--- src/rtl/booth_csa_multiplier.sv ---
// Iterative radix-4 Booth multiplier for RV32M (MUL/MULH/MULHSU/MULHU).
// The full 2N-bit product is formed by retiring one Booth digit per cycle into a
// redundant sum/carry pair through a single 3:2 CSA row. One final
// carry-propagate add then resolves the result.
//
// Ports:
//   CLK          clock, rising edge
//   nRST         asynchronous active-low reset
//   multiplicand operand A, sampled when a start is accepted
//   multiplier   operand B, sampled when a start is accepted
//   is_signed    [1]: A signed, [0]: B signed; sampled with the operands
//   start        level-sensitive request, accepted only in idle
//   flush        synchronous abort, has priority over start
//   busy         a multiply is in flight
//   finished     one-cycle pulse, product valid in this cycle
//   product      registered 2N-bit result, held until the next completion
module booth_csa_multiplier #(
   parameter int unsigned N = 32
) (
   input  logic             CLK,
   input  logic             nRST,
   input  logic [N-1:0]     multiplicand,
   input  logic [N-1:0]     multiplier,
   input  logic [1:0]       is_signed,
   input  logic             start,
   input  logic             flush,
   output logic             busy,
   output logic             finished,
   output logic [2*N-1:0]   product
);

   localparam int unsigned P  = 2 * N;
   localparam int unsigned CW = $clog2(N / 2 + 1);
   localparam logic [CW-1:0] LastDigit = CW'(N / 2);

   typedef enum logic [1:0] {StIdle, StBusy, StAdd} state_t;

   state_t          state, state_nxt;
   logic [P-1:0]    mcand, mcand_nxt;
   logic [N+2:0]    mplier, mplier_nxt;
   logic [P-1:0]    sum, sum_nxt;
   logic [P-1:0]    carry, carry_nxt;
   logic [CW-1:0]   count, count_nxt;
   logic [P-1:0]    product_nxt;
   logic            finished_nxt;
   logic [P-1:0]    pp;
   logic [P-1:0]    csa_sum;
   logic [P-1:0]    csa_carry;

   // The multiplicand is kept pre-shifted by 2i, so the partial product is just the
   // recoded digit applied to the current register value.
   always_comb begin
      pp = '0;
      unique case (mplier[2:0])
         3'b001, 3'b010: pp = mcand;
         3'b011:         pp = {mcand[P-2:0], 1'b0};
         3'b100:         pp = -{mcand[P-2:0], 1'b0};
         3'b101, 3'b110: pp = -mcand;
         default:        pp = '0;
      endcase
   end

   // 3:2 compression; the carry vector's bit 2N falls off the shifted result.
   always_comb begin
      csa_sum   = sum ^ carry ^ pp;
      csa_carry = ((sum & carry) | (sum & pp) | (carry & pp)) << 1;
   end

   always_comb begin
      state_nxt    = state;
      mcand_nxt    = mcand;
      mplier_nxt   = mplier;
      sum_nxt      = sum;
      carry_nxt    = carry;
      count_nxt    = count;
      product_nxt  = product;
      finished_nxt = 1'b0;

      if (flush) begin
         state_nxt = StIdle;
      end else begin
         unique case (state)
            StIdle: begin
               if (start) begin
                  mcand_nxt  = {{N{is_signed[1] & multiplicand[N-1]}}, multiplicand};
                  // Two extension bits on top, implicit bit -1 = 0 at the bottom.
                  mplier_nxt = {{2{is_signed[0] & multiplier[N-1]}}, multiplier, 1'b0};
                  sum_nxt    = '0;
                  carry_nxt  = '0;
                  count_nxt  = '0;
                  state_nxt  = StBusy;
               end
            end
            StBusy: begin
               sum_nxt    = csa_sum;
               carry_nxt  = csa_carry;
               mcand_nxt  = {mcand[P-3:0], 2'b00};
               mplier_nxt = {mplier[N+2], mplier[N+2], mplier[N+2:2]};
               if (count == LastDigit) begin
                  state_nxt = StAdd;
               end else begin
                  count_nxt = count + CW'(1);
               end
            end
            StAdd: begin
               product_nxt  = sum + carry;
               finished_nxt = 1'b1;
               state_nxt    = StIdle;
            end
            default: state_nxt = StIdle;
         endcase
      end
   end

   always_ff @(posedge CLK or negedge nRST) begin
      if (!nRST) begin
         state    <= StIdle;
         mcand    <= '0;
         mplier   <= '0;
         sum      <= '0;
         carry    <= '0;
         count    <= '0;
         product  <= '0;
         finished <= 1'b0;
      end else begin
         state    <= state_nxt;
         mcand    <= mcand_nxt;
         mplier   <= mplier_nxt;
         sum      <= sum_nxt;
         carry    <= carry_nxt;
         count    <= count_nxt;
         product  <= product_nxt;
         finished <= finished_nxt;
      end
   end

   assign busy = (state != StIdle);

endmodule

--- config.mk ---
export PLATFORM = sky130hd
export DESIGN_NAME = booth_csa_multiplier
export DESIGN_NICKNAME = d
export VERILOG_FILES = /design/src/rtl/booth_csa_multiplier.sv
export SDC_FILE = /design/constraint.sdc
export NUM_CORES = 1
export LEC_CHECK = 0
export ABC_AREA = 1
export CELL_PAD_IN_SITES_DETAIL_PLACEMENT = 2
export CELL_PAD_IN_SITES_GLOBAL_PLACEMENT = 2
export CORE_MARGIN = 3
export CORE_UTILIZATION = 35
export DETAILED_ROUTE_END_ITERATION = 8
export GPL_TIMING_DRIVEN = 0
export PLACE_DENSITY_LB_ADDON = 0.15
export SETUP_SLACK_MARGIN = 0.2
export SLEW_MARGIN = 20
export SYNTH_ARGS = -nofsm -noshare
export SYNTH_HDL_FRONTEND = slang
export SYNTH_SLANG_ARGS = --single-unit
export TNS_END_PERCENT = 30
--- constraint.sdc ---
create_clock -name CLK -period 3.4 [get_ports CLK]
set_clock_uncertainty 0.05 [all_clocks]
set_input_delay 0.51 -clock CLK [delete_from_list [all_inputs] [get_ports CLK]]
set_output_delay 0.51 -clock CLK [all_outputs]
set_load 0.01 [all_outputs]
# Yosys cells after proc, flatten, opt, wreduce, memory -nomap -nowiden
# Cells that the tools add are included.
# totals
ff_bits	299
latch_bits	0
ram_bits	0
mem_bits_ro	0
inputBits	70
out_inout_bits	66
word_cells	64
memories	0
# classes
addsub	4
mul	0
div	0
n_lt_le_gt_ge	0
eq_ne	13
n_shift	0
n_mux	17
n_bitwise	11
n_reduce_logical	10
# ops
op	count
$pmux 64 s2	3
$pmux 64 s4	1
$and 63x63->63	3
$mux 64	2
$neg 64->64	2
$xor 64x64->64	2
$or 63x63->63	2
$pmux 35 s2	1
$add 64x64->64	1
$mux 35	1
$mux 5	2
$pmux 5 s2	1
$eq 3x3->1 const B	3
$reduce_and 4->1	2
$eq 3x2->1 const B	2
$mux 2	3
$ne 3x3->1 const B	2
$add 5x1->5 const B	1
$eq 5x5->1 const B	1
$ne 2x2->1 const B	2
$pmux 2 s2	1
$reduce_and 2->1	2
$reduce_bool 2->1	2
$reduce_or 2->1	2
8 further kinds	11

# Longest topological paths before layout
# Gate-level depths: netlist of the first run.
# logic_depth
ltp_word	7
depth_mapped	17
depth_no_buf	17

# Worst setup path before layout of the first run
# No wires, ideal clock.
# synth_timing
path_type	register to register
startpoint	register mcand[1]
endpoint	register sum[35]
setup_ns	0.083
arrival_time_ns	2.401
required_time_ns	3.267
setup_slack_ns	0.866
path_stages_with_launch	14
path_buffers	0
synth_period_minus_slack_ns	2.534
cell_sequence	dfrtp_1 > inv_1 > ha_1 > nand3_2 > nor2_2 > nand2_1 > nor2_1 > nand3_1 > nor3_2 > xor2_1 > nor2_1 > nor2_1 > fa_1 > o22ai_1
# synth_between
elab_chain_len	4
elab_cells_between_ends	5
cone_classes	add/sub: 2; mux: 2; bitwise: 1
# synth_rtl
item	line_no	rtl
start: declaration	39	logic [P-1:0] mcand, mcand_nxt;
start signal: assignment	127	mcand <= mcand_nxt;
$neg 64->64, on equally long branches	58, 57	
$pmux 64 s4 *	54	unique case (mplier[2:0])
$xor 64x64->64 *	65	csa_sum = sum ^ carry ^ pp;
$pmux 64 s2 *	82	unique case (state)
end signal: assignment	129	sum <= sum_nxt;
end: declaration	41	logic [P-1:0] sum, sum_nxt;
# Every way passes the cells marked *; elsewhere a longest branch is shown, timed or not.
# A chain may end at the register's enable or synchronous reset.

# Final worst setup path of the first run
# layout_timing
startpoint	register mplier[1]
endpoint	register sum[3]
# layout_between
elab_chain_len	5
elab_cells_between_ends	11
cone_classes	eq/ne: 6; mux: 2; bitwise: 1; reduce/logical: 2
# layout_rtl
item	line_no	rtl
start: declaration	40	logic [N+2:0] mplier, mplier_nxt;
start signal: assignment	128	mplier <= mplier_nxt;
$eq 3x3->1 (tied with other cells)	54	
$reduce_or 2->1	54	
$pmux 64 s4 *	54	
$xor 64x64->64 *	65	
$pmux 64 s2 *	82	
# Marked as above.

==> results.sh, run 1 <==
export IMPL_wl_um=89900
export IMPL_finalSetupTns_ps=0
export IMPL_synth_most_common_cell="nand2_1"
export IMPL_path_class="flop to flop"
export IMPL_clock_sinks=298
export IMPL_slew_violations=0
export IMPL_max_freq_mhz=314
export IMPL_antenna_found_initial=0
export IMPL_cp_max_fo=10
export IMPL_crit_arrival_ps=3610
export IMPL_htree_levels=2
export IMPL_status="complete, no violations"
export IMPL_grt_pass1_vias=23752
export IMPL_ys_flop_type="dfrtp_1"
export IMPL_clkLatencyLatePin_ps=570
export IMPL_startpoint_type="flop"
export IMPL_grtUsageTotal_pct=28.6
export IMPL_rows=89
export IMPL_num_nets_final=3275
export IMPL_seq_area_frac_synth_pct=35.6
export IMPL_drive_above_1_share_pct=4.32
export IMPL_wl_per_cell_um=23.2
export IMPL_syn_area_per_cell_um2=7.25
export IMPL_ir_drop_v=0.000362
export IMPL_dr_first_iter_drc_count=848
export IMPL_clk_root_buffer_cell="clkbuf_16"
export IMPL_setup_violations=0
export IMPL_rsz0062_at_grt="true"
export IMPL_vias_per_cell=5.44
export IMPL_cp_required_ps=3820
export IMPL_numCtsBuffers=38
export IMPL_gp_congestion=0.940
export IMPL_maxSlewHeadroom_pct=38.3
export IMPL_drt_pass1_iterations=5
export IMPL_drc=0
export IMPL_vias=21051
export IMPL_synth_top_area_share_pct=35.6
export IMPL_period_share_pct=93.8
export IMPL_ys_ff_latch=298
export IMPL_synth_edff_count=0
export IMPL_yosys_area_top_type="dfrtp_1"
export IMPL_core_area_um2=59100
export IMPL_clock_path_buffers=3
export IMPL_grt_pass1_wl_um=140000
export IMPL_netlist_instances=2894
export IMPL_synth_async_sr_flop_share_pct=100
export IMPL_cts_tree="done"
export IMPL_max_slew_worst_pin_slew_ps=925
export IMPL_syn_cell_area_um2=21000
export IMPL_dp_hpwl_um=72000
export IMPL_numPortBuffers=135
export IMPL_die_area_um2=62900
export IMPL_num_antenna_cells=0
export IMPL_overflow=0
export IMPL_synthTopCellsByArea="dfrtp_1, nand2_1, inv_1"
export IMPL_final_util_pct=42.0
export IMPL_die_y_um=251
export IMPL_path_clk_slew_ps=60
export IMPL_syn_to_final_growth_pct=18.4
export IMPL_power_density_nw_per_um2=777
export IMPL_start_util_pct=35.5
export IMPL_period_minus_slack_ps=3190
export IMPL_end_kind="flop"
export IMPL_netlist_cell_type_count=45
export IMPL_hold_violations=0
export IMPL_grt_max_degree=94
export IMPL_drv_cap=0
export IMPL_die_w_um=251
export IMPL_p_leak_nw=11.3
export IMPL_synth_common_cells="nand2_1, inv_1, nor2_1"
export IMPL_fin_hold_ws_ps=428
export IMPL_io_pins=136
export IMPL_synth_nets=3093
export IMPL_ant_nets=0
export IMPL_hp_class="primary input to async pin"
export IMPL_ys_warn_count=0
## power by group
part	internal (W)	switching, W
logic	0.00312	0.00651
clock network	0.00255	0.00163
registers	0.00458	0.000903
## through the flow
stage          total power [W]  worst slack, ps  instance area (µm²)  instances
2_1_floorplan           0.0111              866                21000       2894
3_3_place_gp            0.0141           -11560                23300       3802
3_5_place_dp            0.0147             -131                23400       3806
4_1_cts                 0.0193              151                24800       3870
5_1_grt                 0.0207             99.6                24800       3872
6_report                0.0193              210                24800       3872
## kinds of logic after synthesis
logic type | synth area share, %
buffers and inverters | 10.0
xor gates and xnor gates | 3.22
adders and majority gates | 9.95
and+or+nand+nor | 24.8
DFF | 35.6
AOI/OAI and AO/OA | 16.5
## metal layers
metal	global-route usage, %	wire length, µm	vias to the layer above
li1	-	-	9793
met1	35.1	38000	10696
met2	51.0	44500	400
met3	3.73	3190	162
met4	11.7	4200	0
met5	0	0	-
## cell usage in the layout, fill, tap and decap left out, types with 4 or more instances in the layout
master and count:
nand2_1 740, inv_1 444, dfrtp_1 298, nor2_1 288, o22ai_1 215, clkdlybuf4s50_1 134
nand3_1 119, o21ai_0 100, clkbuf_1 87, a21oi_1 80, ha_1 65, fa_1 63
o211ai_1 61, xor2_1 49, o21ai_1 46, clkbuf_16 39, a22oi_1 34, xnor2_1 28
nor3_1 24, nand4_1 21, nor2_2 17, nand3b_1 17, o21bai_1 14, buf_2 12
clkbuf_8 11, inv_2 9, nor2_4 7, nor3_2 7, buf_1 7, o21a_1 5
nand2_2 4, buf_16 4
## worst max-delay path, cell delays in order (launching register included)
cell	delay [ps]
dfrtp_1	400
inv_1	90
nand2_1	90
nand3_1	410
clkbuf_1	570
o22ai_1	160
a211oi_1	580
fa_1	540
o22ai_1	200
## flip-flops by register name (all words and copies together) (netlist names)
signal    count
product      64
count         5
mcand        64
mplier       35
finished      1
state         2
carry        63
sum          64
## cell type report
cell class	count	area (µm²)
Buffer	100	392
Clock buffer	57	1150
Clock inverter	6	109
Fill cell	6922	34300
Inverter	456	1710
Multi-Input combinational cell	2040	11600
Sequential cell	298	7460
Tap cell	773	967
Timing Repair Buffer	142	1490
## worst paths after layout
kind,start,to,slack (ps),cells after the start
max in group asynchronous,nRST,mcand[54]$_DFFE_PN0P_,1570,4
worst min register to register,product[50]$_DFFE_PN0P_,product[50]$_DFFE_PN0P_,430,2
worst max-delay path,mplier[1]$_DFFE_PN0P_,sum[3]$_DFFE_PN0P_,210,8
min in group CLK,product[50]$_DFFE_PN0P_,product[50]$_DFFE_PN0P_,430,2
worst max register to register,mplier[1]$_DFFE_PN0P_,sum[3]$_DFFE_PN0P_,210,8
worst min-delay path,nRST,product[9]$_DFFE_PN0P_,430,2
## repair_timing
action / CTS / global route
pin swaps: 0 / 3
setup buffers: 0 / 2
endpoints found under the setup margin: 42 / 30
hold endpoints to repair: 67 / 0
cloned: 0 / 0
hold buffers: 1 / 0
gates resized for setup: 16 / 18
No activity file was read; power rests on OpenSTA's default activity.
==> run 2: changes to the inputs <==
- CTS_CLUSTER_SIZE: unset -> 12
==> results of run 2 <==
Final layout, timing and power as in run 1 (identical DEF).
==> run 3: changes to the inputs <==
- CAP_MARGIN: unset -> 20
- CORE_ASPECT_RATIO: unset -> 0.5
- MAX_ROUTING_LAYER: unset -> met4
==> run 3 against run 2 <==
  * First-iteration DRC count grew 86%
  * Design area shrank 0.86%
  * Register-to-register slack gained 20 ps
  * Power shrank 0.94%
  * Critical path depth is the same
  * Largest power group unchanged
==> results.sh, run 3 (synthesis gave the netlist of run 1 again) <==
export IMPL_status="complete, no violations"
export IMPL_htree_levels=1
export IMPL_grtUsageTotal_pct=29.6
export IMPL_clock_sinks=298
export IMPL_crit_chain="inv_1 -> nand2_1 -> nand3_1 -> clkbuf_1 -> o22ai_1 -> a221oi_1 -> fa_1 -> o22ai_1"
export IMPL_overflow=0
export IMPL_crit_end="sum[1]$_DFFE_PN0P_"
export IMPL_power_density_nw_per_um2=776
export IMPL_ant_nets=0
export IMPL_gp_congestion=0.988
export IMPL_wl_per_cell_um=23.3
export IMPL_num_nets_final=3269
export IMPL_die_w_um=352
export IMPL_top_regs="mcand x64, product x64, sum x64"
export IMPL_rr_startpoint="mplier[1]$_DFFE_PN0P_"
export IMPL_clock_path_buffers=3
export IMPL_dp_hpwl_um=72900
export IMPL_startpoint_type="flop"
export IMPL_vias=21169
export IMPL_finalSetupTns_ps=0
export IMPL_numCtsBuffers=31
export IMPL_vias_per_cell=5.44
export IMPL_max_slew_worst_pin_slew_ps=1040
export IMPL_cts_tree="done"
export IMPL_hold_violations=0
export IMPL_critPathBufInv=2
export IMPL_rows=62
export IMPL_syn_to_final_growth_pct=17.4
export IMPL_rr_endpoint="sum[1]$_DFFE_PN0P_"
export IMPL_ir_drop_v=0.000418
export IMPL_critPathTopFamily="compound AO/OA/AOI/OAI gates"
export IMPL_max_stage_delay_ps=540
export IMPL_hp_class="primary input to async pin"
export IMPL_crit_start="mplier[1]$_DFFE_PN0P_"
export IMPL_finalPower_w=0.0191
export IMPL_fin_cells=3890
export IMPL_final_cell_mix="nand2_1, inv_1, dfrtp_1"
export IMPL_antenna_found_initial=2
export IMPL_start_util_pct=36.0
export IMPL_cp_required_ps=3850
export IMPL_cp_max_fo=10
export IMPL_cp_num_cells=8
export IMPL_drt_pass1_iterations=5
export IMPL_period_share_pct=93.2
export IMPL_grt_pass1_vias=22927
export IMPL_end_kind="flop"
export IMPL_drc=0
export IMPL_p_leak_nw=11.1
export IMPL_grt_max_degree=91
export IMPL_clkLatencyLatePin_ps=610
export IMPL_period_minus_slack_ps=3170
export IMPL_die_area_um2=63100
export IMPL_final_common_cell="nand2_1"
export IMPL_wl_um=90700
export IMPL_r2r_slack_ps=230
export IMPL_drive_above_1_share_pct=4.11
export IMPL_crit_top_cell="o22ai_1"
export IMPL_setup_ws_ps=230
export IMPL_numPortBuffers=135
export IMPL_crit_arrival_ps=3620
export IMPL_maxSlewHeadroom_pct=30.9
export IMPL_slew_violations=0
export IMPL_die_y_um=179
export IMPL_place_inst=3833
export IMPL_grt_pass1_wl_um=139000
export IMPL_path_class="flop to flop"
export IMPL_rsz0062_at_grt="true"
export IMPL_rr_worst_depth=8
export IMPL_dpl_worst_slack_ps=-14.8
export IMPL_clk_root_buffer_cell="clkbuf_16"
export IMPL_io_pins=136
export IMPL_drv_cap=0
export IMPL_setup_violations=0
export IMPL_cp_slowest_cell="clkbuf_1"
export IMPL_core_area_um2=58300
export IMPL_max_freq_mhz=315
export IMPL_dr_first_iter_drc_count=1580
export IMPL_path_clk_slew_ps=70
run 3: changes by cell type in the layout (fill, tap and decap cells not counted), sizes merged:
cell,delta
inv,-1
buf,+1
clkbuf,-10
diode,+2
bufinv,-1
run 3: repair_timing:
| action | in CTS | in global routing |
|---|---|---|
| resized for setup | 14 | 26 |
| endpoints found under the setup margin | 22 | 49 |
| buffers inserted | 0 | 3 |
| endpoints found under the hold margin | 69 | 0 |
| pin swaps | 1 | 2 |
| hold buffers | 1 | 0 |
run 3: layer usage:
layer | share of wire (%) | track usage, % | vias up | wire length [µm]
met3 | 5.3 | 4.88 | 83 | 4810
met4 | 1.8 | 5.39 | 0 | 1620
met5 | 0 | - | - | 0
met1 | 50 | 42.2 | 10867 | 45400
met2 | 43 | 44.6 | 453 | 38800
li1 | - | - | 9766 | -
run 3: report_power, final:
group	internal, W	switching (W)
clock	0.00198	0.00155
sequential	0.00457	0.000874
combinational	0.00316	0.00697
run 3: worst min path at each step:
stage	from	endpoint	slack, ps
after floorplan	nRST	carry[10]$_DFFE_PN0P_	160
after global placement	product[1]$_DFFE_PN0P_	product[1]$_DFFE_PN0P_	410
after detailed placement	product[43]$_DFFE_PN0P_	product[43]$_DFFE_PN0P_	420
after CTS	nRST	mplier[25]$_DFFE_PN0P_	430
after global routing	nRST	mplier[25]$_DFFE_PN0P_	450
final	nRST	mplier[25]$_DFFE_PN0P_	420
run 3: metrics by stage:
step                area (µm²)  util [%]  hold slack [ps]
floorplan                21000         -              164
global placement         23300      40.0              409
detailed placement       23400      40.2              417
CTS                      24500      42.0              426
global route             24600      42.2              449
finish                   24600      42.2              417
run 3: layout make-up:
class	instances	area, µm²
multi-input combinational	2040	11600
clock inverter	4	70.1
buffer	100	393
antenna	2	5.00
clock buffer	47	916
inverter	456	1710
tap	800	1000
sequential	298	7460
timing repair buffer	143	1490
fill	6929	33700
